File: src/rtl/pixel_capture.sv
// -----------------------------------------------------------------------------
// pixel_capture
//   Captures frames from a parallel CMOS sensor bus. Input beats are assembled
//   into pixels (first beat in the MSBs). Pixels are emitted with frame
//   start/end markers. Malformed frames (partial pixel at line end, short or
//   overlong lines, extra lines, vsync rising before the last pixel) raise a
//   one-cycle frame_err pulse.
//
//   Optional feature: define CAP_ERR_CNT_EN to build a saturating 8-bit count
//   of frame_err pulses on err_cnt. Without it, err_cnt is tied to 0.
//
// Ports
//   clk        in   pixel clock
//   rst        in   asynchronous active-high reset
//   cmos_din   in   sensor data beat (IN_W bits)
//   cmos_vsync in   frame sync, active high; falling edge starts a frame
//   cmos_href  in   line valid, active high
//   cap_en     in   capture enable
//   pixel      out  assembled pixel (IN_W*PIX_BYTES bits)
//   pixel_vld  out  one-cycle pixel strobe
//   pixel_sop  out  first pixel of frame (with pixel_vld)
//   pixel_eop  out  last pixel of frame (with pixel_vld)
//   frame_err  out  one-cycle pulse per malformed frame
//   err_cnt    out  malformed-frame count (0 unless CAP_ERR_CNT_EN)
// -----------------------------------------------------------------------------
module pixel_capture #(
    parameter int IN_W        = 8,
    parameter int PIX_BYTES   = 2,
    parameter int IMG_W       = 640,
    parameter int IMG_H       = 480,
    parameter int SKIP_FRAMES = 10
) (
    input  logic                      clk,
    input  logic                      rst,
    input  logic [IN_W-1:0]           cmos_din,
    input  logic                      cmos_vsync,
    input  logic                      cmos_href,
    input  logic                      cap_en,
    output logic [IN_W*PIX_BYTES-1:0] pixel,
    output logic                      pixel_vld,
    output logic                      pixel_sop,
    output logic                      pixel_eop,
    output logic                      frame_err,
    output logic [7:0]                err_cnt
);

    localparam int PIX_W = IN_W * PIX_BYTES;
    localparam int X_W   = $clog2(IMG_W + 1);
    localparam int Y_W   = $clog2(IMG_H + 1);
    localparam int B_W   = (PIX_BYTES > 1) ? $clog2(PIX_BYTES) : 1;
    localparam int S_W   = $clog2(SKIP_FRAMES + 2);

    localparam logic [B_W-1:0] LAST_BEAT = B_W'(PIX_BYTES - 1);
    localparam logic [X_W-1:0] X_LAST    = X_W'(IMG_W - 1);
    localparam logic [X_W-1:0] X_FULL    = X_W'(IMG_W);
    localparam logic [Y_W-1:0] Y_LAST    = Y_W'(IMG_H - 1);
    localparam logic [Y_W-1:0] Y_FULL    = Y_W'(IMG_H);

    typedef enum logic [1:0] {IDLE, SKIP, WAIT_FS, ACTIVE} state_t;

    state_t state_reg, state_next;

    // Input registers and their delayed copies for edge detection
    logic [IN_W-1:0]  din_reg;
    logic             vsync_reg, vsync_dly_reg;
    logic             href_reg, href_dly_reg;

    logic [S_W-1:0]   skip_cnt_reg;
    logic [X_W-1:0]   x_reg;
    logic [Y_W-1:0]   y_reg;
    logic [B_W-1:0]   beat_reg;
    logic [PIX_W-1:0] asm_reg;
    logic             bad_reg;

    // Middle pipeline stage between assembly and the output registers
    logic             emit_reg, sop_stage_reg, eop_stage_reg, err_stage_reg;

    logic vsync_fall, vsync_rise, href_fall, in_range;
    logic frame_start, skip_inc, skip_clr;
    logic beat_ok, beat_over, line_end, abort, pix_done, eop_hit;
    logic line_bad;

    assign vsync_fall = vsync_dly_reg & ~vsync_reg;
    assign vsync_rise = ~vsync_dly_reg & vsync_reg;
    assign href_fall  = href_dly_reg & ~href_reg;
    assign in_range   = (x_reg < X_FULL) && (y_reg < Y_FULL);
    // Overlong lines leave x at X_FULL with beat 0 and are flagged per beat.
    assign line_bad   = (beat_reg != '0) || (x_reg != X_FULL);

    always_ff @(posedge clk or posedge rst) begin
        if (rst) begin
            state_reg <= IDLE;
        end else begin
            state_reg <= state_next;
        end
    end

    always_comb begin
        state_next  = state_reg;
        frame_start = 1'b0;
        skip_inc    = 1'b0;
        skip_clr    = 1'b0;
        beat_ok     = 1'b0;
        beat_over   = 1'b0;
        line_end    = 1'b0;
        abort       = 1'b0;
        pix_done    = 1'b0;
        eop_hit     = 1'b0;
        case (state_reg)
            IDLE: begin
                // Every IDLE exit starts a fresh skip sequence.
                skip_clr = 1'b1;
                if (cap_en) begin
                    state_next = (SKIP_FRAMES == 0) ? WAIT_FS : SKIP;
                end
            end
            SKIP: begin
                if (!cap_en) begin
                    state_next = IDLE;
                end else if (vsync_fall) begin
                    skip_inc = 1'b1;
                    if (32'(skip_cnt_reg) + 32'd1 >= 32'(SKIP_FRAMES)) begin
                        state_next = WAIT_FS;
                    end
                end
            end
            WAIT_FS: begin
                if (!cap_en) begin
                    state_next = IDLE;
                end else if (vsync_fall) begin
                    frame_start = 1'b1;
                    state_next  = ACTIVE;
                end
            end
            ACTIVE: begin
                if (vsync_rise) begin
                    // Frame ended before its last pixel: abort it.
                    abort      = 1'b1;
                    state_next = cap_en ? WAIT_FS : IDLE;
                end else if (href_reg) begin
                    if (in_range) begin
                        beat_ok = 1'b1;
                        if (beat_reg == LAST_BEAT) begin
                            pix_done = 1'b1;
                            if (x_reg == X_LAST && y_reg == Y_LAST) begin
                                eop_hit    = 1'b1;
                                state_next = cap_en ? WAIT_FS : IDLE;
                            end
                        end
                    end else begin
                        beat_over = 1'b1;
                    end
                end else if (href_fall) begin
                    line_end = 1'b1;
                end
            end
            default: state_next = IDLE;
        endcase
    end

    always_ff @(posedge clk or posedge rst) begin
        if (rst) begin
            din_reg       <= '0;
            vsync_reg     <= 1'b0;
            vsync_dly_reg <= 1'b0;
            href_reg      <= 1'b0;
            href_dly_reg  <= 1'b0;
            skip_cnt_reg  <= '0;
            x_reg         <= '0;
            y_reg         <= '0;
            beat_reg      <= '0;
            asm_reg       <= '0;
            bad_reg       <= 1'b0;
            emit_reg      <= 1'b0;
            sop_stage_reg <= 1'b0;
            eop_stage_reg <= 1'b0;
            err_stage_reg <= 1'b0;
            pixel         <= '0;
            pixel_vld     <= 1'b0;
            pixel_sop     <= 1'b0;
            pixel_eop     <= 1'b0;
            frame_err     <= 1'b0;
        end else begin
            din_reg       <= cmos_din;
            vsync_reg     <= cmos_vsync;
            vsync_dly_reg <= vsync_reg;
            href_reg      <= cmos_href;
            href_dly_reg  <= href_reg;

            if (skip_clr) begin
                skip_cnt_reg <= '0;
            end else if (skip_inc) begin
                skip_cnt_reg <= skip_cnt_reg + S_W'(1);
            end

            if (frame_start) begin
                x_reg    <= '0;
                y_reg    <= '0;
                beat_reg <= '0;
                bad_reg  <= 1'b0;
            end else if (beat_ok) begin
                asm_reg <= (asm_reg << IN_W) | PIX_W'(din_reg);
                if (pix_done) begin
                    beat_reg <= '0;
                    x_reg    <= x_reg + X_W'(1);
                end else begin
                    beat_reg <= beat_reg + B_W'(1);
                end
            end else if (beat_over) begin
                bad_reg <= 1'b1;
            end else if (line_end) begin
                x_reg    <= '0;
                beat_reg <= '0;
                if (y_reg != Y_FULL) begin
                    y_reg <= y_reg + Y_W'(1);
                end
                if (line_bad) begin
                    bad_reg <= 1'b1;
                end
            end

            // Stage 1: strobes aligned with the freshly assembled pixel
            emit_reg      <= pix_done;
            sop_stage_reg <= pix_done && (x_reg == '0) && (y_reg == '0);
            eop_stage_reg <= eop_hit;
            err_stage_reg <= abort || (eop_hit && bad_reg);

            // Stage 2: outputs
            if (emit_reg) begin
                pixel <= asm_reg;
            end
            pixel_vld <= emit_reg;
            pixel_sop <= sop_stage_reg;
            pixel_eop <= eop_stage_reg;
            frame_err <= err_stage_reg;
        end
    end

`ifdef CAP_ERR_CNT_EN
    always_ff @(posedge clk or posedge rst) begin
        if (rst) begin
            err_cnt <= '0;
        end else if (frame_err && err_cnt != 8'hFF) begin
            err_cnt <= err_cnt + 8'd1;
        end
    end
`else
    assign err_cnt = '0;
`endif

endmodule
File: config.mk
export PLATFORM = sky130hd
export DESIGN_NAME = pixel_capture
export DESIGN_NICKNAME = d
export VERILOG_FILES = /design/src/rtl/pixel_capture.sv
export SDC_FILE = /design/constraint.sdc
export NUM_CORES = 1
export LEC_CHECK = 0
export CELL_PAD_IN_SITES_DETAIL_PLACEMENT = 0
export CELL_PAD_IN_SITES_GLOBAL_PLACEMENT = 1
export CORE_MARGIN = 2
export CORE_UTILIZATION = 45
export DETAILED_ROUTE_END_ITERATION = 6
export PLACE_DENSITY_LB_ADDON = 0.1
export SYNTH_ARGS = -nofsm -noshare
export SYNTH_HDL_FRONTEND = slang
export SYNTH_SLANG_ARGS = --single-unit
File: constraint.sdc
create_clock -name clk -period 3.1 [get_ports clk]
set_input_delay 0.775 -clock clk [delete_from_list [all_inputs] [get_ports clk]]
set_output_delay 0.775 -clock clk [all_outputs]
set_load 0.1 [all_outputs]
; ---- Word level (Yosys, flattened, before mapping)
; Cells that the tools add are included.
[word_totals]
reg_bits = 79
inputBits = 13
out_inout_bits = 28
elab_cells = 143
[classes]
addsub = 5
order_cmp = 3
eq_ne = 19
mux = 65
bitwise = 8
n_reduce_logical = 22
[op_table]
columns = operator, n
row1 = 2-to-1 mux 10 bit, 5
row2 = 2-to-1 mux 9 bit, 5
row3 = 2-to-1 mux 1 bit, 40
row4 = 2-to-1 mux 2 bit, 12
row5 = inequality test 3 bit (second input constant), 8
row6 = OR 16 x 8 -> 16 bit, 1
row7 = adder 10 x 1 -> 10 bit (second input constant), 1
row8 = == test 10 bit (second input constant), 1
row9 = logical NOT 10 bit, 1
row10 = < comparator 10 bit (second input constant), 1
row11 = inequality test 10 bit (second input constant), 1
row12 = adder 9 x 1 -> 9 bit (second input constant), 1
row13 = == test 9 bit (second input constant), 1
row14 = logical NOT 9 bit, 1
row15 = < comparator 9 bit (second input constant), 1
row16 = inequality test 9 bit (second input constant), 1
row17 = nonzero test 3 bit, 3
row18 = 2-to-1 mux 4 bit, 2
row19 = case mux 2 bit (4 select lines), 1
row20 = AND reduction 8 bit, 1
row21 = inequality test 2 bit (second input constant), 3
row22 = AND reduction 3 bit, 2
row23 = nonzero test 2 bit, 3
row24 = adder 4 x 1 -> 5 bit (second input constant), 1
row25 = 13 further kinds, 25

; ---- Logic depth before layout (Yosys ltp)
; Gate-level depths: netlist of run 1.
[depth]
word_depth = 10
depth_mapped = 6
depth_no_buf = 6

; ---- Least setup slack after synthesis of run 1
; No wires, ideal clock.
[synth_timing]
path_type = input -> register
startpoint = in cap_en
endpoint = reg y_reg[8]
setup_time_ns = 0.066
arrival_ns = 1.645
required_ns = 3.034
slack_ns = 1.389
stages = 4
path_buffers = 1
cell_sequence = and3_2 > buf_4 > or4_1 > nand2_1
[synth_between]
elab_chain_len = 4
elab_cells_between_ends = 8
cone_classes = eq/ne (2) / mux (3) / reduce/logical (3)
[synth_rtl]
columns = item, line
row1 = from (decl), 38  ; input logic cap_en,
row2 = 2-to-1 mux 1 bit (*), 128  ; if (!cap_en) begin
row3 = 2-to-1 mux 1 bit (*), 109  ; case (state_reg)
row4 = inequality test 2 bit (no source line) / nonzero test 2 bit (equally long branches), --
row5 = AND reduction 4 bit (no source line), --
row6 = to (signal assigned), 215  ; y_reg <= y_reg + Y_W'(1);
row7 = to (decl), 70  ; logic [Y_W-1:0] y_reg;
; Every way passes the cells marked *; elsewhere a longest branch is shown, timed or not.
; A chain may end at the register's enable or synchronous reset.

; ---- Final worst setup path of run 1
[layout_timing]
startpoint = reg state_reg[1]
endpoint = reg asm_reg[12]
[layout_between]
elab_chain_len = 4
elab_cells_between_ends = 6
cone_classes = eq/ne (2) / mux (2) / bitwise (1) / reduce/logical (1)
[layout_rtl]
columns = item, line
row1 = from (decl), 61  ; state_t state_reg, state_next;
row2 = from (signal assigned), 94  ; state_reg <= state_next;
row3 = == test 2 bit, 109
row4 = 2-to-1 mux 1 bit, 109
row5 = inverter 1 bit (no source line), --
row6 = AND reduction 2 bit (no source line) (*), --
row7 = to (signal assigned), 202  ; asm_reg <= (asm_reg << IN_W) | PIX_W'(din_reg);
row8 = to (decl), 72  ; logic [PIX_W-1:0] asm_reg;
; Marked as above.

==> reports/qor.yml, run 1 <==
min_to: "frame_err$_DFF_PP0_"
gp_congestion: 0.7753
clkPwrFrac_pct: 21.0
period_share_pct: 68.48
seqPwrFrac_pct: 44.8
cts_tree: "built"
hold_viol: 0
internal_power_mw: 1.987
drv_slew: 0
first_pass_iters: 4
area_growth_pct: 13.67
initial_utilization_pct: 46.44
p_leak_nw: 1.807
slowest_delay_ns: 0.55
post_drt_via_cell_ratio: 5.433
critPathBufInv: 0
dp_hpwl_um: 4646
cts.clk_slew.worst_paths_ns: 0.08
fmaxAchievable_ghz: 0.4710
power.switching_mw: 1.475
grt_pass1_vias: 2258
worstMarginPinSlew_ns: 0.7432
timing.rr.end: "asm_reg[12]$_DFFE_PP0P_"
postCtsHoldBufs: 0
hold_depth: 0
grt_usage_pct: 17.25
syn_area_per_cell_um2: 11.69
max_slew_margin_pct: 50.45
wl_per_cell_um: 15.61
max-vdd-ir-drop_mv: 0.6218
rows: 32
dieHeight_um: 93.30
reg2reg_depth: 4
power_density_nw_per_um2: 848.8
cts_made_buffers: 9
path_max_fanout: 13
crit_path_end_kind: "flop"
p_sw_share_pct: 42.60
async_flop_share_pct: 100.0
r2r-start: "state_reg[1]$_DFFE_PP0P_"
rsz0062_at_grt: "false"
antennaDiodeCount: 0
synthCells: 307
cp-start-kind: "flop"
grt_remaining_overflow: 0
rrSetupSlack_ns: 0.98
ctsRootBufferMaster: "clkbuf_8"
cap_violations: 0
critPathTopFamily: "simple AND/OR/NAND/NOR gates"
timing.critical_path.from: "state_reg[1]$_DFFE_PP0P_"
synthesis.area_um2: 3588
required_ns: 3.33
clock_path_buffers: 2
synth-main-ff-cell: "dfrtp_1"
worstPathCellList: "and2_1, nand3_2, nor2_4, mux2_2"
grt_first_pass_wirelength_um: 11530
io_pins: 41
portBuffers: 32
fp.dieW_um: 93.30
clkLatencyLatePin_ns: 0.35
drc: 0
vias: 2407
die-area_um2: 8705
wl_um: 6915
tns_ns: 0
worst_hold_slack_ns: 0.3541
fin_nets: 355
drtIter0Drc: 158
fin_crit_ns: 2.123
min_path_type: "reg2reg"
critPathKind: "reg2reg"
cts_resized: 0
cts.htree.levels: 3
ys_warn_count: 0
synth-seq-area-share_pct: 55.09
drive_gt1_share_pct: 23.17
post-cts-setup-buffers: 0
grt_start_max_net_pins: 80
slowest_stage: "dfrtp_1"
ys_ff_latch: 79
synth_cell_types: 53
skew_ns: 0.007700
arrival_ns: 2.36
clock-sinks: 79
synth_enable_flop_cells: 0
power_frac_comb_pct: 34.3
coreArea_um2: 7727
hold_start: "err_stage_reg$_DFF_PP0_"
status: "finished, final reports clean"
antenna_found_initial: 0
setup_violations: 0
final_antenna_net_count: 0
==> through the flow <==
step                      setup slack [ns]  instances  instance area (µm²)  utilization [%]  power (mW)
final                               0.9770        443                 4079            52.79       3.462
after global routing                0.8148        443                 4079            52.79       3.654
after CTS                           0.9812        443                 4079            52.79       3.496
after detailed placement            0.7468        427                 3890            50.34       2.765
after global placement              0.7199        427                 3890            50.34       2.741
after floorplan                     0.3016        314                 3615                -       2.498
==> power by group through the flow <==
stage	registers (mW)	clock network (mW)	logic, mW
floorplan	2.00	0	0.503
global placement	1.56	0	1.18
detailed placement	1.57	0	1.20
CTS	1.55	0.749	1.20
global route	1.60	0.789	1.26
finish	1.55	0.726	1.19
==> cell type report <==
class                      instances  area (µm²)
fill                             691        3649
clock buffer                      10       137.6
inverter                          11       42.54
clock inverter                     6       51.30
tap                              102       127.6
sequential                        79        1977
timing repair buffer              33       290.3
multi-input combinational        202        1453
==> layout by cell type (no fill, tap or decap), drive strengths merged, types with 2 or more instances in the layout <==
master,n
dfrtp,79
o2111ai,2
inv,13
o211ai,4
a21oi,9
nor4,9
mux2i,9
clkbuf,10
nand2b,7
ha,6
nand3,26
o22ai,2
nand4,9
nor2,10
or3,5
nor3,6
conb,8
mux2,32
nor3b,2
buf,21
o31ai,5
or4,3
clkinv,3
nand3b,2
nor2b,2
clkdlybuf4s50,12
nand2,13
and3,8
and2,3
o21ai,8
==> cell usage after synthesis, drive strengths merged (2+ instances only) <==
master	count	area [µm²]
dfrtp	79	1977
mux2	32	360.4
nand3	26	135.1
buf	16	120.1
nand2	13	56.30
inv	11	41.29
nor2	10	45.04
a21oi	9	45.04
mux2i	9	90.09
nand4	9	71.32
nor4	9	56.30
and3	8	52.55
o21ai	8	40.03
nand2b	7	43.79
clkbuf	6	23.77
ha	6	75.07
nor3	6	35.03
o31ai	5	37.54
or3	5	31.28
o211ai	4	30.03
and2	3	20.03
or4	3	22.52
nand3b	2	15.01
nor2b	2	12.51
nor3b	2	15.01
o2111ai	2	17.52
o22ai	2	12.51
==> worst reg2reg max path, cell delays in order, from the launching register on <==
cell and delay, ns:
dfrtp_1 0.55, and2_1 0.34, nand3_2 0.27, nor2_4 0.47
mux2_2 0.39
==> logic make-up (layout without fill, tap and decap cells) <==
logic type,count (synthesis),in the layout,share of synthesized area (%)
other cells,1,8,0.1045
compound gates,38,38,7.009
buf+inv,33,60,5.160
fa+ha+maj,6,6,2.092
xor+xnor,1,1,0.2441
mux,41,41,12.55
simple gates,108,108,17.75
flops,79,79,55.09
==> metal layers <==
layer  up-vias  GRT usage, %  routed length [µm]
met2        38         25.96                3293
met5         -             0                   0
met1      1207         25.01                3275
li1       1154             -                   -
met4         0         6.618                 107
met3         8         2.981                 238
==> how the worst max path moves through the flow <==
stage	endpoint	slack, ns	depth (start not counted)
2_1_floorplan	asm_reg[0]$_DFFE_PP0P_	0.30	1
3_3_place_gp	x_reg[1]$_DFFE_PP0P_	0.72	4
3_5_place_dp	x_reg[1]$_DFFE_PP0P_	0.75	4
4_1_cts	asm_reg[1]$_DFFE_PP0P_	0.98	4
5_1_grt	asm_reg[1]$_DFFE_PP0P_	0.81	4
6_report	asm_reg[12]$_DFFE_PP0P_	0.98	4
No activity file was read; power rests on OpenSTA's default activity.
==> run 2, diff against run 1 <==
clock period = 2.1 ns   (was 3.1 ns; I/O delays follow)
==> run 2 against run 1 <==
  * Sequential power is 46% higher
  * Count of clock-buffer cells in the layout stayed put
  * Sequential cell count stayed put
  * Register-to-register slack worse by 0.71 ns
  * Clock power is 87% higher
  * Critical path depth is 1 higher
  * Power is 56% higher
  * Critical endpoint is now asm_reg[6]$_DFFE_PP0P_
  * Largest power group unchanged
==> reports/qor.yml, run 2 (synthesis results as in run 1) <==
status: "finished, final reports clean"  # unchanged
layout_common_cells: "79 x dfrtp_1, 32 x mux2_2, 29 x buf_4"  # was 79 x dfrtp_1, 32 x mux2_2, 25 x nand3_1
grt_first_pass_wirelength_um: 11960  # was 11530 µm
reg2reg_depth: 5  # was 4
cap_violations: 0  # unchanged
grt_usage_pct: 17.84  # was 17.25%
critPathBufInv: 1  # was 0
ctsRootBufferMaster: "clkbuf_8"  # unchanged
power_density_nw_per_um2: 1282  # was 848.8 nW/µm²
io_pins: 41  # unchanged
power_frac_comb_pct: 33.1  # was 34.3%
crit_path_end: "asm_reg[6]$_DFFE_PP0P_"  # was asm_reg[12]$_DFFE_PP0P_
grt_pass1_vias: 2456  # was 2258
wl_um: 6920  # was 6915 µm
drive_gt1_share_pct: 25.07  # was 23.17%
initial_utilization_pct: 46.44  # unchanged
rows: 32  # unchanged
cts_resized: 0  # unchanged
clock_path_buffers: 2  # unchanged
min_path_type: "reg2reg"  # unchanged
fp.dieW_um: 93.30  # unchanged
skew_ns: 0.007163  # was 0.007700 ns
pre_cts_slack_ns: 0.1442  # was 0.7468 ns
final_antenna_net_count: 0  # unchanged
p_sw_share_pct: 39.50  # was 42.60%
max_slew_margin_pct: 54.10  # was 50.45%
cts_tree: "built"  # unchanged
antennaDiodeCount: 0  # unchanged
area_growth_pct: 17.71  # was 13.67%
required_ns: 2.34  # was 3.33 ns
fillers: 699  # was 691
rsz0062_at_grt: "false"  # unchanged
antenna_found_initial: 0  # unchanged
gp_congestion: 0.8008  # was 0.7753
setup_violations: 0  # unchanged
max-vdd-ir-drop_mv: 0.7569  # was 0.6218 mV
critPathTopFamily: "simple AND/OR/NAND/NOR gates"  # unchanged
drv_slew: 0  # unchanged
vias: 2474  # was 2407
coreArea_um2: 7727  # unchanged
cts_made_buffers: 9  # unchanged
first_pass_iters: 4  # unchanged
hold_viol: 0  # unchanged
r2r-start: "vsync_dly_reg$_DFF_PP0_"  # was state_reg[1]$_DFFE_PP0P_
place_inst: 437  # was 427
wl_per_cell_um: 15.28  # was 15.61 µm
final.setup.worst_slack_ns: 0.2624  # was 0.9770 ns
die-area_um2: 8705  # unchanged
period_share_pct: 87.50  # was 68.48%
fmaxAchievable_ghz: 0.5442  # was 0.4710 GHz
final_common_cell: "dfrtp_1"  # unchanged
fin_nets: 365  # was 355
rrSetupSlack_ns: 0.26  # was 0.98 ns
timing.rr.end: "asm_reg[6]$_DFFE_PP0P_"  # was asm_reg[12]$_DFFE_PP0P_
drtIter0Drc: 128  # was 158
arrival_ns: 2.08  # was 2.36 ns
post_drt_via_cell_ratio: 5.461  # was 5.433
post-cts-setup-buffers: 0  # unchanged
dp_hpwl_um: 4706  # was 4646 µm
clock-sinks: 79  # unchanged
clkLatencyLatePin_ns: 0.35  # about the same
cp-start-kind: "flop"  # unchanged
grt_start_max_net_pins: 74  # was 80
cts.htree.levels: 3  # unchanged
cp.depth: 5  # was 4
grt_remaining_overflow: 0  # unchanged
seqPwrFrac_pct: 41.8  # was 44.8%
slowest_delay_ns: 0.40  # was 0.55 ns
critPathKind: "reg2reg"  # unchanged
internal_power_mw: 3.275  # was 1.987 mW
timing.critical_path.from: "vsync_dly_reg$_DFF_PP0_"  # was state_reg[1]$_DFFE_PP0P_
cts.clk_slew.worst_paths_ns: 0.08  # about the same
worstPathCellList: "nand2b_1, nand3_2, nor2_4, buf_12, mux2_2"  # was and2_1, nand3_2, nor2_4, mux2_2
p_leak_nw: 1.882  # was 1.807 nW
tns_ns: 0  # unchanged
path_max_fanout: 13  # unchanged
drc: 0  # unchanged
postCtsHoldBufs: 0  # unchanged
power_mw: 5.414  # was 3.462 mW
clkPwrFrac_pct: 25.1  # was 21.0%
crit_path_end_kind: "flop"  # unchanged
dieHeight_um: 93.30  # unchanged
fin_crit_ns: 1.838  # was 2.123 ns
slowest_stage: "dfrtp_1"  # unchanged
portBuffers: 32  # unchanged
power.switching_mw: 2.139  # was 1.475 mW
layout.cells.non_filler: 453  # was 443
worstMarginPinSlew_ns: 0.6848  # was 0.7432 ns
worst_hold_slack_ns: 0.3564  # was 0.3541 ns
==> run 2: cell types whose count changed in the layout (fill, tap and decap cells not counted) <==
cell       previous run  this run
bufinv_16             0         3
buf_4                20        29
clkbuf_8             10         9
inv_6                 3         1
buf_12                1         2
clkinv_2              1         0
clkbuf_1              0         1
==> run 2: worst min-delay path by stage <==
stage / slack (ns) / cells after the start / endpoint / start
final: 0.36 / 0 / frame_err$_DFF_PP0_ / err_stage_reg$_DFF_PP0_
after global routing: 0.36 / 0 / frame_err$_DFF_PP0_ / err_stage_reg$_DFF_PP0_
after CTS: 0.36 / 0 / frame_err$_DFF_PP0_ / err_stage_reg$_DFF_PP0_
after detailed placement: 0.34 / 0 / frame_err$_DFF_PP0_ / err_stage_reg$_DFF_PP0_
after global placement: 0.33 / 0 / pixel_sop$_DFF_PP0_ / sop_stage_reg$_DFF_PP0_
after floorplan: 0.33 / 0 / frame_err$_DFF_PP0_ / err_stage_reg$_DFF_PP0_
==> run 2: per-stage QoR <==
step	util (%)	area [µm²]
finish	54.66	4224
global route	54.66	4224
CTS	54.66	4224
detailed placement	51.51	3980
global placement	51.51	3980
floorplan	-	3618
==> run 2: layout make-up <==
class	instances	area [µm²]	area share (%)
timing repair buffer	43	377.9	8.945
tap	102	127.6	3.021
inverter	11	45.04	1.066
sequential	79	1977	46.80
clock inverter	6	116.4	2.755
multi-input combinational	202	1453	34.39
clock buffer	10	127.6	3.021
==> run 2: routing by layer <==
metal	track usage (%)	up-vias	wire length (µm)
li1	-	1186	-
met1	24.77	1215	3249
met2	26.86	60	3304
met3	3.062	13	240
met4	9.314	0	125
met5	0	-	0
==> run 2: power by group through the flow <==
stage	sequential [mW]	combinational [mW]	clock, mW
after floorplan	2.95	0.743	0
after global placement	2.29	1.78	0
after detailed placement	2.30	1.80	0
after CTS	2.27	1.81	1.40
after global routing	2.35	1.91	1.47
final	2.26	1.79	1.36
==> run 3, diff against run 2 <==
ABC_AREA = 1   (was default)
CORE_UTILIZATION = 43   (was 45)
CTS_BUF_LIST = sky130_fd_sc_hd__clkbuf_16   (was default)
==> run 3 against run 2 <==
  * Final cell count increased by 20%
  * Sequential share of layout area decreased by 0.63 points
  * Power decreased by 3.0%
  * Count of clock-buffer cells in the layout decreased by 1
  * Clock skew about the same
  * Worst setup slack improved by 0.14 ns
  * Clock power increased by 9%
  * Synthesized area increased by 1.7%
  * Sequential power decreased by 7%
  * Critical path depth increased by 4
  * Non-clock buffer count decreased by 6
  * Critical endpoint is now x_reg[7]$_DFFE_PP0P_
==> reports/qor.yml, run 3 <==
initial_utilization_pct: 44.40  # was 46.44%
clock_path_buffers: 2  # unchanged
p_leak_nw: 2.064  # was 1.882 nW
place_inst: 528  # was 437
hold_viol: 0  # unchanged
wl_per_cell_um: 12.28  # was 15.28 µm
p_sw_share_pct: 40.76  # was 39.50%
first_pass_iters: 4  # unchanged
setup_violations: 0  # unchanged
worst_hold_slack_ns: 0.3484  # was 0.3564 ns
wl_um: 6681  # was 6920 µm
drv_slew: 0  # unchanged
layout_common_cells: "79 x dfrtp_1, 76 x nand2_1, 41 x inv_1"  # was 79 x dfrtp_1, 32 x mux2_2, 29 x buf_4
antennaDiodeCount: 0  # unchanged
tns_ns: 0  # unchanged
required_ns: 2.31  # was 2.34 ns
grt_usage_pct: 16.44  # was 17.84%
portBuffers: 32  # unchanged
arrival_ns: 1.91  # was 2.08 ns
power_density_nw_per_um2: 1227  # was 1282 nW/µm²
path_max_fanout: 14  # was 13
status: "finished, final reports clean"  # unchanged
synth_most_common_cell: "dfrtp_1"  # unchanged
dp_hpwl_um: 4638  # was 4706 µm
final_common_cell: "dfrtp_1"  # unchanged
worstPathCellList: "clkdlybuf4s50_1, nand3_1, or2_1, nand2_2, inv_2, nand2_4, inv_4, nand2_1, o21ai_1"  # was nand2b_1, nand3_2, nor2_4, buf_12, mux2_2
cts_tree: "built"  # unchanged
synth-seq-area-share_pct: 54.18  # was 55.09%
layout.cells.non_filler: 544  # was 453
post_drt_via_cell_ratio: 4.779  # was 5.461
ys_warn_count: 0  # unchanged
min_path_type: "reg2reg"  # unchanged
max-vdd-ir-drop_mv: 0.7168  # was 0.7569 mV
async_flop_share_pct: 100.0  # unchanged
power_mw: 5.252  # was 5.414 mW
synthTopCellsByCount: "79 x dfrtp_1, 76 x nand2_1, 42 x inv_1"  # was 79 x dfrtp_1, 32 x mux2_2, 25 x nand3_1
cts_resized: 0  # unchanged
ctsRootBufferMaster: "clkbuf_16"  # was clkbuf_8
drc: 0  # unchanged
synth_area_leader_cell: "dfrtp_1"  # unchanged
rows: 33  # was 32
gp_congestion: 0.7785  # was 0.8008
fillers: 781  # was 699
grt_remaining_overflow: 0  # unchanged
io_pins: 41  # unchanged
fmaxAchievable_ghz: 0.5889  # was 0.5442 GHz
rsz0062_at_grt: "false"  # unchanged
cts.htree.levels: 3  # unchanged
final.setup.worst_slack_ns: 0.4020  # was 0.2624 ns
postCtsHoldBufs: 0  # unchanged
critPathTopFamily: "simple AND/OR/NAND/NOR gates"  # unchanged
power.switching_mw: 2.141  # was 2.139 mW
synth_top_area_share_pct: 54.18  # was 55.09%
seqPwrFrac_pct: 40.1  # was 41.8%
drtIter0Drc: 94  # was 128
cts.clk_slew.worst_paths_ns: 0.07  # was 0.08 ns
die-area_um2: 9238  # was 8705 µm²
period_share_pct: 80.86  # was 87.50%
dieHeight_um: 96.12  # was 93.30 µm
fin_crit_ns: 1.698  # was 1.838 ns
final_antenna_net_count: 0  # unchanged
vias: 2600  # was 2474
power_frac_comb_pct: 31.7  # was 33.1%
post-cts-setup-buffers: 0  # unchanged
syn_area_per_cell_um2: 9.167  # was 11.69 µm²
cap_violations: 0  # unchanged
slowest_delay_ns: 0.48  # was 0.40 ns
critPathBufInv: 3  # was 1
synth-main-ff-cell: "dfrtp_1"  # unchanged
critPathKind: "in2reg"  # was reg2reg
grt_first_pass_wirelength_um: 11770  # was 11960 µm
coreArea_um2: 8217  # was 7727 µm²
skew_ns: 0.006894  # was 0.007163 ns
pre_cts_slack_ns: 0.06237  # was 0.1442 ns
clkLatencyLatePin_ns: 0.33  # was 0.35 ns
internal_power_mw: 3.111  # was 3.275 mW
ys_ff_latch: 79  # unchanged
synth_cell_types: 34  # was 53
clock-sinks: 79  # unchanged
area_growth_pct: 17.35  # was 17.71%
cts_made_buffers: 9  # unchanged
slowest_stage: "clkdlybuf4s50_1"  # was dfrtp_1
antenna_found_initial: 0  # unchanged
fp.dieW_um: 96.12  # was 93.30 µm
clkPwrFrac_pct: 28.2  # was 25.1%
drive_gt1_share_pct: 18.91  # was 25.07%
crit_path_end_kind: "flop"  # unchanged
synthCells: 398  # was 307
fin_nets: 453  # was 365
grt_pass1_vias: 2492  # was 2456
grt_start_max_net_pins: 80  # was 74
synthTopCellsByArea: "dfrtp_1 54%, nand2_1 7.8%, nand3_1 5.1%, inv_1 4.3%, o21ai_0 4.0%"  # was dfrtp_1 55%, mux2_2 10%, nand3_1 3.5%, mux2i_1 2.5%, ha_1 2.1%
synth_enable_flop_cells: 0  # unchanged
cp-start-kind: "input port"  # was flop
synthesis.area_um2: 3648  # was 3588 µm²
-- run 3: metal layers --
layer,global-route usage (%),vias to the layer above,part of all wire [%]
li1,-,1346,-
met1,24.15,1212,50
met2,24.02,38,45
met3,3.994,4,3.5
met4,5.000,0,0.69
met5,0,-,0
-- run 3: cell families (layout without fill, tap and decap cells) --
logic type | after synthesis | in the layout | share of synthesized area [%]
AO/OA/AOI/OAI | 52 | 52 | 7.990
XOR/XNOR | 3 | 3 | 0.7203
adder cells (fa/ha/maj) | 6 | 6 | 2.058
buffers and inverters | 68 | 102 | 8.951
flip-flops | 79 | 79 | 54.18
multiplexers | 8 | 8 | 2.469
other | 1 | 8 | 0.1028
AND/OR/NAND/NOR | 181 | 181 | 23.53
-- run 3: final timing paths --
kind	cells after the start	from	end	slack, ns
setup / recovery	9	cap_en	x_reg[7]$_DFFE_PP0P_	0.40
hold / removal	0	eop_stage_reg$_DFF_PP0_	pixel_eop$_DFF_PP0_	0.35
setup reg to reg	10	x_reg[0]$_DFFE_PP0P_	state_reg[0]$_DFFE_PP0P_	0.41
hold reg to reg	0	eop_stage_reg$_DFF_PP0_	pixel_eop$_DFF_PP0_	0.35
max in group asynchronous	3	rst	x_reg[3]$_DFFE_PP0P_	1.09
min in group asynchronous	3	rst	x_reg[9]$_DFFE_PP0P_	0.63
-- run 3: final cells by class --
type / count / area (µm²) / area share (%)
Clock inverter: 7 / 61.31 / 1.432
Tap cell: 105 / 131.4 / 3.068
Timing Repair Buffer: 37 / 320.3 / 7.481
Inverter: 49 / 195.2 / 4.559
Clock buffer: 9 / 225.2 / 5.260
Sequential cell: 79 / 1977 / 46.17
Multi-Input combinational cell: 258 / 1371 / 32.03
-- run 3: power by group through the flow --
stage               registers (mW)  clock network, mW  logic, mW
finish                        2.11               1.48       1.67
detailed placement            2.13                  0       1.68
floorplan                     2.65                  0      0.792
global route                  2.16               1.60       1.84
CTS                           2.11               1.53       1.69
global placement              2.13                  0       1.65
-- run 3: worst register-to-register path, delay by kind of cell (launching register included) --
| kind | cells | cell delay [ns] |
|---|---|---|
| AND/OR/NAND/NOR | 9 | 0.94 |
| adder cells (fa/ha/maj) | 1 | 0.22 |
| flip-flops | 1 | 0.44 |
-- run 3: through the flow --
| step | util (%) | instance area [µm²] |
|---|---|---|
| finish | 52.11 | 4282 |
| global route | 52.11 | 4282 |
| CTS | 52.11 | 4282 |
| detailed placement | 48.62 | 3995 |
| global placement | 48.62 | 3995 |
| floorplan | - | 3679 |
==> patch 1, RTL diff (settings of run 2) <==
`din_reg` no longer has a reset.
--- a/src/rtl/pixel_capture.sv
+++ b/src/rtl/pixel_capture.sv
@@ -162,3 +162,2 @@
         if (rst) begin
-            din_reg       <= '0;
             vsync_reg     <= 1'b0;
@@ -183,3 +182,2 @@
         end else begin
-            din_reg       <= cmos_din;
             vsync_reg     <= cmos_vsync;
@@ -238,2 +236,6 @@
 
+    always_ff @(posedge clk) begin
+        din_reg <= cmos_din;
+    end
+
 `ifdef CAP_ERR_CNT_EN
Function: same outputs for any inputs over 10 cycles, from zero or initial values and one cycle with rst high; that may be too few to reach the edited logic, so the function may still have changed.
==> patch 1 against run 2 <==
Clock skew rose by 1.6 ps. Global-route usage is 0.90 points lower. Synthesized area decreased by 5.5%. Critical path depth increased by 2. Wire length is 7.3% lower. Cell count grew 3.8%. Critical path type is now primary input to flop. Design area shrank 3.9%. Setup slack worse by 120 ps. Sequential cell count stayed put.
Power is not compared: it rests on default switching activity, and its combinational part moved more than twofold at a synthesized area within 25%.
==> patch 1: results (changes against run 2) <==
GRT
  • Antenna violations before repair: 0 (unchanged)
  • GRT Overall Usage: 16.9% (-0.90 points)
  • GR Util met3: 5.09% (+2.0 points)
  • Largest net degree at the start of global routing: 72 (-2.7%)
  • Vias in the first global route: 2271 (-7.5%)
  • First-pass GRT wire length: 11100 um (-7.0%)
  • GR Layer Usage met2: 24.9% (-1.9 points)
  • Met1 Track Usage GR: 24.0% (-0.76 points)

Pwr
  • Peak VDD IR: 453 uV
  • Leak Pwr: 1.95 nW

CTS
  • H-tree depth: 3 (unchanged)
  • TritonCTS buffer count: 9 (unchanged)
  • Clock Tree Buf Depth: 2 (unchanged)
  • Skew-Pair Late Insertion Delay: 350 ps (about the same)
  • Postcts setup bufs: 0 (unchanged)
  • CTS clk-pin slew, worst paths: 80 ps (about the same)
  • Post-CTS Hold Buffers: 0 (unchanged)
  • # resized after CTS: 0 (unchanged)

Yosys
  • Ys async rst share: 89.9% (-10 points)
  • Synth Area in Compound Gates: 8.38% (+1.4 points)
  • Leading register cell type out of synthesis: dfrtp_1
  • Synth Area in XOR/XNOR: 1.81% (+1.6 points)
  • Mux share of post-synthesis cell area: 5.91% (-6.6 points)
  • Largest cells by area after synthesis: dfrtp_1, nand2_1, mux2_2
  • Synth unique cells: 46 (-13%)
  • Commonest cells post-synth: dfrtp_1, nand2_1, nor2_1
  • Register area share after synthesis: 57.1% (+2.1 points)
  • Synth Area in Adders: 2.21% (+0.12 points)

Final layout
  • Share of layout cells above drive strength 1: 20.2% (-4.9 points)
  • # nets final: 385 (+5.5%)
  • Diode count: 0 (unchanged)
  • Fillers: 679 (-2.9%)

Setup path
  • Slowest cell delay on critical path: 500 ps (+100 ps)
  • CP delay by family, top: simple AND/OR/NAND/NOR gates
  • R2R Setup Slk: 200 ps (-60 ps)
  • CP max-delay cell: clkdlybuf4s50_1
  • Crit Path Max Fanout: 4 (-9)
  • WP data arrival: 2220 ps (+140 ps)
  • Critical path startpoint category: primary input

Drt
  • Detailed Route WL: 6420 um (-7.3%)
  • Initial DRC count: 87 (-32%)
  • Avg Vias per Cell: 5.05 (-7.5%)

Place
  • Post-Place Setup Slack: -203 ps (-347 ps)
  • PortBufs: 32 (unchanged)
  • DPL Wire Length: 4330 um (-7.9%)
  • Routability Congestion: 0.771 (-3.8%)

Timing
  • Clock skew: 8.74 ps (+1.58 ps)
  • Final worst path period share: 93.0% (+5.5 points)
  • Worst Tran Pin Value: 603 ps (-82.1 ps)

Outcome
  • Status: complete, no violations
==> patch 1: cell type report <==
cell class              count  area [um^2]  area share [%]
flip-flops and latches     79         1940            47.7
multi-input cells         218         1340            33.0
inverters                  11         45.0            1.11
clock inverters             7         80.1            1.97
repair buffers             47          408            10.0
clock buffers               9          124            3.05
well taps                  99          124            3.05
==> patch 1: where the power goes <==
group	internal, mW	switching (mW)
logic	0.218	0.366
clock network	0.566	0.592
registers	1.71	0.220
total	2.50	1.18
==> patch 1: cells by family (layout without fill, tap and decap cells) <==
kind of cell / count (synthesis) / count (layout)
and+or+nand+nor: 140 / 140
DFF: 79 / 79
AOI/OAI and AO/OA: 39 / 39
buffers and inverters: 28 / 74
muxes: 18 / 18
xor gates and xnor gates: 7 / 7
adders and majority gates: 6 / 6
other: 1 / 8
==> patch 1: through the flow <==
| step | cells | util [%] | power (mW) | cell area [um^2] | hold WS (ps) |
|---|---|---|---|---|---|
| after floorplan | 325 | - | 2.38 | 3420 | 331 |
| after global placement | 454 | 52.9 | 2.54 | 3850 | 333 |
| after detailed placement | 454 | 52.9 | 2.55 | 3850 | 335 |
| after CTS | 470 | 55.7 | 3.73 | 4060 | 354 |
| after global routing | 470 | 55.7 | 3.93 | 4060 | 378 |
| final | 470 | 55.7 | 3.68 | 4060 | 353 |
==> patch 1: layer usage <==
layer / vias up / share of wire [%]
met5: - / 0
met4: 0 / 1.4
met3: 9 / 3.8
met2: 40 / 44
met1: 1141 / 50
li1: 1184 / -
==> patch 1: final timing paths <==
check                               from        end  cells after the start
max                               cap_en   x_reg[6]                      7
min                        sop_stage_reg  pixel_sop                      0
max reg2reg                 state_reg[0]   x_reg[6]                      6
min reg2reg                sop_stage_reg  pixel_sop                      0
max in group asynchronous            rst   pixel[6]                      3
min in group asynchronous            rst   x_reg[5]                      3
==> patch 2, RTL diff (config.mk and constraints of run 2) <==
Without the edit above. The parameter `IN_W` goes from 8 to 7.
--- a/src/rtl/pixel_capture.sv
+++ b/src/rtl/pixel_capture.sv
@@ -26,3 +26,3 @@
 module pixel_capture #(
-    parameter int IN_W        = 8,
+    parameter int IN_W        = 7,
     parameter int PIX_BYTES   = 2,
Ports: changed (resized cmos_din and pixel); port bits go from 41 to 38. The function was not compared with the original's and may differ.
==> patch 2 against run 2 <==
Wire length is 4.5% lower. Design area is 7.0% lower. Cell count down 4.6%. Setup slack got worse by 78 ps. Utilization down 0.22 points. Sequential cell count decreased by 5. Worst hold slack got worse by 5.2 ps. Synthesized area fell by 7.5%. Via count is 6.6% lower. Non-clock buffer count increased by 1.
Power is not compared: it rests on default switching activity, and its combinational part moved more than twofold at a synthesized area within 25%.
==> patch 2: results (changes against run 2) <==
Final layout
  • Share of layout cells above drive strength 1: 25.5% (+0.45 points)
  • # nets final: 346 (-5.2%)
  • Area grow syn2layout: 18.4%

Drt
  • Top layer in use: met4
  • Wl on met1: 3260 um (+0.25%)
  • Via count: 2310 (-6.6%)
  • Metal3 WL: 244 um (+1.7%)
  • Met2 WL: 3000 um (-9.3%)
  • WL/cell: 15.3 um (+0.16%)
  • Initial DRC count: 66 (-48%)

Setup path
  • WP data arrival: 2150 ps (+70 ps)
  • Worst r2r src: x_reg[8]
  • Slowest cell delay on critical path: 440 ps (+40 ps)
  • Setup crit end: asm_reg[5]
  • Crit Path Max Fanout: 12 (-1)

Yosys
  • Synth unique cells: 51 (-3.8%)
  • Largest cells by area after synthesis: dfrtp_1, mux2_2, ha_1
  • Synth Area in Compound Gates: 9.01% (+2.0 points)
  • Mux share of post-synthesis cell area: 11.0% (-1.5 points)
  • Commonest cells post-synth: dfrtp_1, mux2_2, nand2_1
  • Synth Area in XOR/XNOR: 1.06% (+0.81 points)
  • Register area share after synthesis: 55.8% (+0.72 points)
  • Synth Area in Adders: 2.26% (+0.17 points)
  • Share of the synthesized area in the top cell type: 55.8% (+0.72 points)

Timing
  • Worst Slack Setup Final: 184 ps (-78.3 ps)
  • Clock skew: 9.07 ps (+1.90 ps)
  • Worst Tran Pin Value: 664 ps (-20.6 ps)

Min path
  • Hold path startpoint: sop_stage_reg
  • Worst min-delay path endpoint: pixel_sop
  • Hold Path Stages: 0 (unchanged)

CTS
  • Post-CTS Hold Buffers: 0 (unchanged)
  • Postcts setup bufs: 0 (unchanged)
  • H-tree depth: 3 (unchanged)

GRT
  • GR Layer Usage met2: 27.7% (+0.86 points)
  • GRT Overall Usage: 17.8% (-0.051 points)
  • Met1 Track Usage GR: 24.3% (-0.48 points)
  • Largest net degree at the start of global routing: 37 (-50%)
  • Vias in the first global route: 2316 (-5.7%)
  • GR Util met3: 4.27% (+1.2 points)
  • First-pass GRT wire length: 11500 um (-4.0%)
  • Antenna violations before repair: 0 (unchanged)

Place
  • Post-Place Setup Slack: -62.4 ps (-207 ps)
  • DPL Wire Length: 4590 um (-2.4%)
  • Routability Congestion: 0.761 (-5.0%)
  • Placed cell areas: 3740 um^2 (-6.0%)
  • PortBufs: 29 (-9.4%)

Die
  • Initial cell density of the core: 46.0% (-0.44 points)

Outcome
  • Status: complete, no violations
[patch 2: cell count changes in the layout (fill, tap and decap cells not counted), sizes merged, moves of 4 or more]
cell and change:
nand3 -16, or4 +6, and3 -5, dfrtp -5
a21oi +4, mux2 -4, mux2i -4
[patch 2: per-stage QoR]
stage / util, % / hold WS (ps) / total power [mW] / cells / setup TNS, ps
finish: 54.4 / 351 / 3.77 / 432 / 0
global route: 54.4 / 365 / 4.00 / 432 / 0
CTS: 54.4 / 354 / 3.82 / 432 / 0
detailed placement: 51.9 / 336 / 2.78 / 416 / -134
global placement: 51.9 / 333 / 2.76 / 416 / -84.2
floorplan: - / 331 / 2.54 / 291 / 0
[patch 2: layout make-up]
type	instances	area [um^2]
Inverter	13	52.6
Sequential cell	74	1850
Tap cell	99	124
Clock buffer	10	138
Multi-Input combinational cell	186	1340
Timing Repair Buffer	44	370
Clock inverter	6	48.8
Fill cell	672	3290
